### src/rtl/bldc_phase_controller.sv
// rtl/bldc_phase_controller.sv - hall-commutated six-step BLDC phase controller; encoder block enabled by BLDC_ENCODER_EN
`timescale 1ns/1ps
module bldc_phase_controller #(
  parameter int MAX_DUTY_CYCLE      = 'h1FF,
  parameter int ENCODER_COUNT_WIDTH = 15,
  parameter int HALL_COUNT_WIDTH    = 7,
  parameter int DEAD_TIME           = 8
) (
  input  logic                           clk,
  input  logic                           reset_n,
  input  logic                           en,
  input  logic                           reset_enc_count,
  input  logic                           reset_hall_count,
  input  logic [8:0]                     duty_cycle,
  input  logic [1:0]                     enc,
  input  logic [2:0]                     hall,
  output logic [2:0]                     phaseH,
  output logic [2:0]                     phaseL,
  output logic [ENCODER_COUNT_WIDTH-1:0] enc_count,
  output logic [HALL_COUNT_WIDTH-1:0]    hall_count,
  output logic                           connected
);

  localparam int DUTY_CYCLE_WIDTH = $clog2(MAX_DUTY_CYCLE + 1);
  localparam int DTW = $clog2(DEAD_TIME + 2);
  localparam logic [2:0] NO_STEP = 3'd7;

  // Position of a hall code in the forward commutation sequence; 000/111 have none.
  function automatic logic [2:0] hall_step(input logic [2:0] h);
    case (h)
      3'b101:  hall_step = 3'd0;
      3'b100:  hall_step = 3'd1;
      3'b110:  hall_step = 3'd2;
      3'b010:  hall_step = 3'd3;
      3'b011:  hall_step = 3'd4;
      3'b001:  hall_step = 3'd5;
      default: hall_step = NO_STEP;
    endcase
  endfunction

  function automatic logic [2:0] next_step(input logic [2:0] s);
    next_step = (s == 3'd5) ? 3'd0 : s + 3'd1;
  endfunction

  logic [2:0] hall_s1, hall_s2, hall_d;
  logic [2:0] step_new, step_old;
  logic       hall_valid, old_valid, both_valid, step_fwd, step_rev, bad_step;
  logic       fault, drive_ok;

  assign step_new   = hall_step(hall_s2);
  assign step_old   = hall_step(hall_d);
  assign hall_valid = (step_new != NO_STEP);
  assign old_valid  = (step_old != NO_STEP);
  assign both_valid = hall_valid & old_valid & (hall_s2 != hall_d);
  assign step_fwd   = both_valid & (step_new == next_step(step_old));
  assign step_rev   = both_valid & (step_old == next_step(step_new));
  assign bad_step   = both_valid & ~step_fwd & ~step_rev;
  assign connected  = hall_valid & ~fault;
  // A bad step blocks drive in the same cycle it is seen, before the latch catches it.
  assign drive_ok   = en & hall_valid & ~fault & ~bad_step;

  // Hall synchronizer plus the previous synced code for step detection
  always_ff @(posedge clk or negedge reset_n) begin
    if (!reset_n) begin
      hall_s1 <= 3'b000;
      hall_s2 <= 3'b000;
      hall_d  <= 3'b000;
    end else begin
      hall_s1 <= hall;
      hall_s2 <= hall_s1;
      hall_d  <= hall_s2;
    end
  end

  // Fault latch: set by a jump between non-adjacent valid codes, cleared by dropping en
  always_ff @(posedge clk or negedge reset_n) begin
    if (!reset_n)      fault <= 1'b0;
    else if (!en)      fault <= 1'b0;
    else if (bad_step) fault <= 1'b1;
  end

  // Hall step counter, independent of en; the clear wins over a step
  always_ff @(posedge clk or negedge reset_n) begin
    if (!reset_n)              hall_count <= '0;
    else if (reset_hall_count) hall_count <= '0;
    else if (step_fwd)         hall_count <= hall_count + HALL_COUNT_WIDTH'(1);
    else if (step_rev)         hall_count <= hall_count - HALL_COUNT_WIDTH'(1);
  end

  logic [DUTY_CYCLE_WIDTH-1:0] pwm_cnt, pwm_cmp;
  logic                        pwm_on;
  assign pwm_cmp = DUTY_CYCLE_WIDTH'({duty_cycle[7:0], 1'b0});
  assign pwm_on  = (pwm_cnt < pwm_cmp);

  // Free-running edge-aligned PWM counter
  always_ff @(posedge clk or negedge reset_n) begin
    if (!reset_n)                                          pwm_cnt <= '0;
    else if (pwm_cnt == DUTY_CYCLE_WIDTH'(MAX_DUTY_CYCLE)) pwm_cnt <= '0;
    else                                                   pwm_cnt <= pwm_cnt + DUTY_CYCLE_WIDTH'(1);
  end

  logic [2:0] row_hi, row_lo, sel_hi, sel_lo, want_h, want_l, next_h, next_l;
  logic [DTW-1:0] h_run [3];
  logic [DTW-1:0] l_run [3];

  // Commutation table: pick the PWM'd phase and the grounded phase, swap for reverse
  always_comb begin
    row_hi = 3'b000;
    row_lo = 3'b000;
    case (step_new)
      3'd0: begin row_hi = 3'b001; row_lo = 3'b010; end
      3'd1: begin row_hi = 3'b001; row_lo = 3'b100; end
      3'd2: begin row_hi = 3'b010; row_lo = 3'b100; end
      3'd3: begin row_hi = 3'b010; row_lo = 3'b001; end
      3'd4: begin row_hi = 3'b100; row_lo = 3'b001; end
      3'd5: begin row_hi = 3'b100; row_lo = 3'b010; end
      default: ;
    endcase
    sel_hi = duty_cycle[8] ? row_lo : row_hi;
    sel_lo = duty_cycle[8] ? row_hi : row_lo;
    want_h = 3'b000;
    want_l = 3'b000;
    if (drive_ok) begin
      want_h = sel_hi & {3{pwm_on}};
      want_l = (sel_hi & {3{~pwm_on}}) | sel_lo;
    end
  end

  // Dead-time gate: a switch turns on only once its complement's off-run reaches DEAD_TIME
  always_comb begin
    next_h = 3'b000;
    next_l = 3'b000;
    for (int i = 0; i < 3; i++) begin
      next_h[i] = want_h[i] & ~phaseL[i] & (l_run[i] >= DTW'(DEAD_TIME));
      next_l[i] = want_l[i] & ~phaseH[i] & (h_run[i] >= DTW'(DEAD_TIME));
    end
  end

  // Gate outputs and per-switch saturating off-run counters (count includes the current cycle)
  always_ff @(posedge clk or negedge reset_n) begin
    if (!reset_n) begin
      phaseH <= 3'b000;
      phaseL <= 3'b000;
      for (int i = 0; i < 3; i++) begin
        h_run[i] <= '0;
        l_run[i] <= '0;
      end
    end else begin
      phaseH <= next_h;
      phaseL <= next_l;
      for (int i = 0; i < 3; i++) begin
        if (next_h[i])                      h_run[i] <= '0;
        else if (h_run[i] != DTW'(DEAD_TIME)) h_run[i] <= h_run[i] + DTW'(1);
        if (next_l[i])                      l_run[i] <= '0;
        else if (l_run[i] != DTW'(DEAD_TIME)) l_run[i] <= l_run[i] + DTW'(1);
      end
    end
  end

`ifdef BLDC_ENCODER_EN
  logic [1:0] enc_s1, enc_s2, enc_d, enc_diff;

  // Gray position {B, B^A}: 00,01,11,10 map to 0,1,2,3
  function automatic logic [1:0] enc_pos(input logic [1:0] e);
    enc_pos = {e[1], e[1] ^ e[0]};
  endfunction

  assign enc_diff = enc_pos(enc_s2) - enc_pos(enc_d);

  // Encoder synchronizer and previous synced state
  always_ff @(posedge clk or negedge reset_n) begin
    if (!reset_n) begin
      enc_s1 <= 2'b00;
      enc_s2 <= 2'b00;
      enc_d  <= 2'b00;
    end else begin
      enc_s1 <= enc;
      enc_s2 <= enc_s1;
      enc_d  <= enc_s2;
    end
  end

  // x4 quadrature counter; a two-bit jump (diff 2) is ambiguous and ignored
  always_ff @(posedge clk or negedge reset_n) begin
    if (!reset_n)              enc_count <= '0;
    else if (reset_enc_count)  enc_count <= '0;
    else if (enc_diff == 2'd1) enc_count <= enc_count + ENCODER_COUNT_WIDTH'(1);
    else if (enc_diff == 2'd3) enc_count <= enc_count - ENCODER_COUNT_WIDTH'(1);
  end
`else
  logic unused_enc;
  assign unused_enc = ^{enc, reset_enc_count};
  assign enc_count  = '0;
`endif

endmodule

### config.mk
export PLATFORM = sky130hd
export DESIGN_NAME = bldc_phase_controller
export DESIGN_NICKNAME = d
export VERILOG_FILES = /design/src/rtl/bldc_phase_controller.sv
export SDC_FILE = /design/constraint.sdc
export NUM_CORES = 1
export LEC_CHECK = 0
export CAP_MARGIN = 20
export CORE_MARGIN = 2
export CORE_UTILIZATION = 45
export DETAILED_ROUTE_END_ITERATION = 10
export PLACE_DENSITY = 0.68
export SETUP_SLACK_MARGIN = 0.15
export SYNTH_ARGS = -nofsm -noshare
export SYNTH_HDL_FRONTEND = slang
export SYNTH_SLANG_ARGS = --single-unit
### constraint.sdc
create_clock -name clk -period 7.96 [get_ports clk]
set_input_delay 1.194 -clock clk [delete_from_list [all_inputs] [get_ports clk]]
set_output_delay 1.194 -clock clk [all_outputs]
set_load 0.05 [all_outputs]
==> run metrics <==
Root Buffer Master clkbuf_8; reg2reg setup slack 4660 ps; DR WL/cell 12.06 um; Final period util 42.75%; CTS tree done; Placer Congestion 0.7841; Cell Area, Placed 3616 um^2; Area Growth Syn to Fin 12.08%; commonest register cell after synthesis dfrtp_1; Routed Antenna Nets 0; Max VDD drop 0.1787 mV; Avg Cell Area, Syn 9.773 um^2; Worst path slowest cell clkdlybuf4s50_1; wirelength, routed 5.596 mm; DP Worst Slack 4398 ps; CTS buffer count 5; post-layout min period 3403 ps; Chip Height 89.68 um; leak pwr 1.745 nW; worst path cell trace and3_1, nor3_1, clkdlybuf4s50_1; MaxCap Viol Count 0; number of setup violations in the final report 0; register area share after synthesis 42.42%; Resize count post-CTS 0; Tot GR Track Use 15.72%; Detailed Routing Iterations Pass 1 4; Post-synth EDFFs 0; drt drc 0; Fmax 0.2939 GHz; largest fanout on the critical path 19; PD cells 250.1 nW/um^2; Clock Skew 2.752 ps; Setup CP Type register to output pin; Pint 0.5801 mW; Num Clock Sinks 56; Sequential Power Share 46.6%; Final Instance Area 3702 um^2; Worst setup EP type output pin; Overall Power 0.9261 mW; first-pass GRT wire length 9.894 mm; PortBufs 29; Worst-Skew Late Latency 300 ps; status finished clean; Arrival @ worst endpoint 2210 ps; Syn Inst Count 338; Vias/cell 4.959; Comb pwr share 36.8%; crit path launch type register; Site Rows 31; share of cells above drive strength 1 5.205%; Filler Cell Count 653; dpl cells 456; Initial Util 46.03%; Switch Pwr 0.3459 mW; antenna violations before repair 0; worst hold path class register to register; Netlist cell types 48; Final Max Tran Viols 0; Yosys Warn Count 0; slew at the pin closest to its max-slew limit 690.7 ps; initial detailed-routing violation count 57; Clock Path Buffers 2; cts-stage hold buffer count 0; vias in the first global route 2,227; critical path's largest stage delay 830 ps; Setup Fix Bufs, Post-CTS 0; final worst setup slack 4557 ps; RSZ-0062 raised after global routing no; via count 2,301; switching part of the total power 37.36%; CTS HTree Levels 2; Clock power frac 16.6%; CTS clk-pin slew, worst paths 100 ps; final hold vios 0; core area 7176 um^2; non-filler instance count after layout 464; ys async rst share 100.0%; cell area after synthesis 3303 um^2; Worst Path Required 6770 ps; diode count 0; fin nets 411; HPWL after detailed placement 4.105 mm; Ports 48; die footprint 8042 um^2; gr ovfl total 0; Max transition margin 53.95%; #FFs+latches synth 56; Fin Setup TNS 0 ps; largest net degree at the start of global routing 57; Die X 89.68 um
layout make-up:
| cell class | instances | area [um^2] | share of cell area (%) |
|---|---|---|---|
| Multi-Input combinational cell | 248 | 1712 | 46.23 |
| Sequential cell | 56 | 1401 | 37.85 |
| Clock inverter | 2 | 13.76 | 0.3717 |
| Clock buffer | 6 | 72.57 | 1.960 |
| Inverter | 23 | 86.33 | 2.332 |
| Timing Repair Buffer | 30 | 292.8 | 7.908 |
| Tap cell | 99 | 123.9 | 3.346 |
state kept, by name, summed over array words and instances, names as in the netlist:
| signal | flops |
|---|---|
| fault | 1 |
| hall_s2 | 3 |
| phaseH | 3 |
| l_run | 12 |
| phaseL | 3 |
| pwm_cnt | 9 |
| hall_s1 | 3 |
| h_run | 12 |
| hall_d | 3 |
| hall_count | 7 |
worst paths after layout:
kind | from | to | cells past startpoint
max in group asynchronous | reset_n | hall_count[5] | 2
worst max-delay path | hall_s2[0] | connected | 3
worst max register to register | hall_s2[0] | hall_count[6] | 11
worst min register to register | hall_s1[2] | hall_s2[2] | 0
worst min-delay path | hall_s1[2] | hall_s2[2] | 0
min in group asynchronous | reset_n | l_run[4] | 2
critical path, delay by kind of cell (launching register included):
family	cells	cell delay, ps
buf+inv	1	830
simple gates	2	470
flops	1	600
synthesized netlist by cell type, types with 2 or more instances:
cell type	instances	area (um^2)
xor2_1	12	105.1
o21ai_1	3	15.01
nor2b_1	14	87.58
nand2_1	13	48.80
ha_1	27	337.8
a22oi_1	3	22.52
a21oi_2	2	17.52
xnor2_1	14	122.6
nand3b_1	7	52.55
clkbuf_1	4	15.01
and4b_1	3	30.03
a211oi_1	3	22.52
and3_1	3	18.77
o21ai_0	10	50.05
nand3_1	11	55.05
buf_2	5	25.02
o21a_1	3	22.52
inv_1	23	86.33
or4b_1	2	20.02
nor2_1	42	157.7
or3_1	2	12.51
nand2b_1	5	31.28
nor3_1	2	10.01
nand4_1	3	18.77
a21o_1	4	30.03
or2_2	3	18.77
mux2i_1	10	100.1
and2b_1	2	15.01
o22ai_1	3	18.77
a21oi_1	13	65.06
buf_4	15	112.6
dfrtp_1	56	1401
per-layer routing:
metal / GRT usage [%] / routed length [um] / part of all wire [%]
met1: 21.58 / 2729 / 49
met2: 25.60 / 2641 / 47
met3: 3.108 / 184 / 3.3
met4: 4.071 / 41 / 0.73
met5: 0 / 0 / 0
per-stage QoR:
stage               utilization, %  hold slack (ps)
floorplan                        -            331.2
global placement             50.39            336.3
detailed placement           50.39            337.3
CTS                          51.60            361.3
global route                 51.60            365.8
finish                       51.60            360.0
cell usage in the layout (no fill, tap or decap), types with 7 or more instances in the layout:
master | netlist | layout
nand2_1 | 13 | 13
nor2b_1 | 14 | 14
clkdlybuf4s50_1 | 0 | 28
conb_1 | 1 | 15
inv_1 | 23 | 23
xor2_1 | 12 | 12
nor2_1 | 42 | 42
nand3_1 | 11 | 11
a21oi_1 | 13 | 13
o21ai_0 | 10 | 10
mux2i_1 | 10 | 10
xnor2_1 | 14 | 14
nand3b_1 | 7 | 7
dfrtp_1 | 56 | 56
ha_1 | 27 | 27
power groups by stage:
stage | registers [mW] | logic (mW) | clock network [mW]
floorplan | 0.438 | 0.268 | 0
global placement | 0.434 | 0.327 | 0
detailed placement | 0.437 | 0.346 | 0
CTS | 0.432 | 0.348 | 0.160
global route | 0.445 | 0.399 | 0.176
finish | 0.432 | 0.341 | 0.153
cell families after synthesis:
group	share of synthesized area [%]
AOI/OAI and AO/OA	10.04
buffers and inverters	7.348
adders and majority gates	10.83
DFF	42.42
other	0.1135
muxes	3.030
and+or+nand+nor	19.32
xor gates and xnor gates	6.894
No activity file was read; power rests on OpenSTA's default activity.
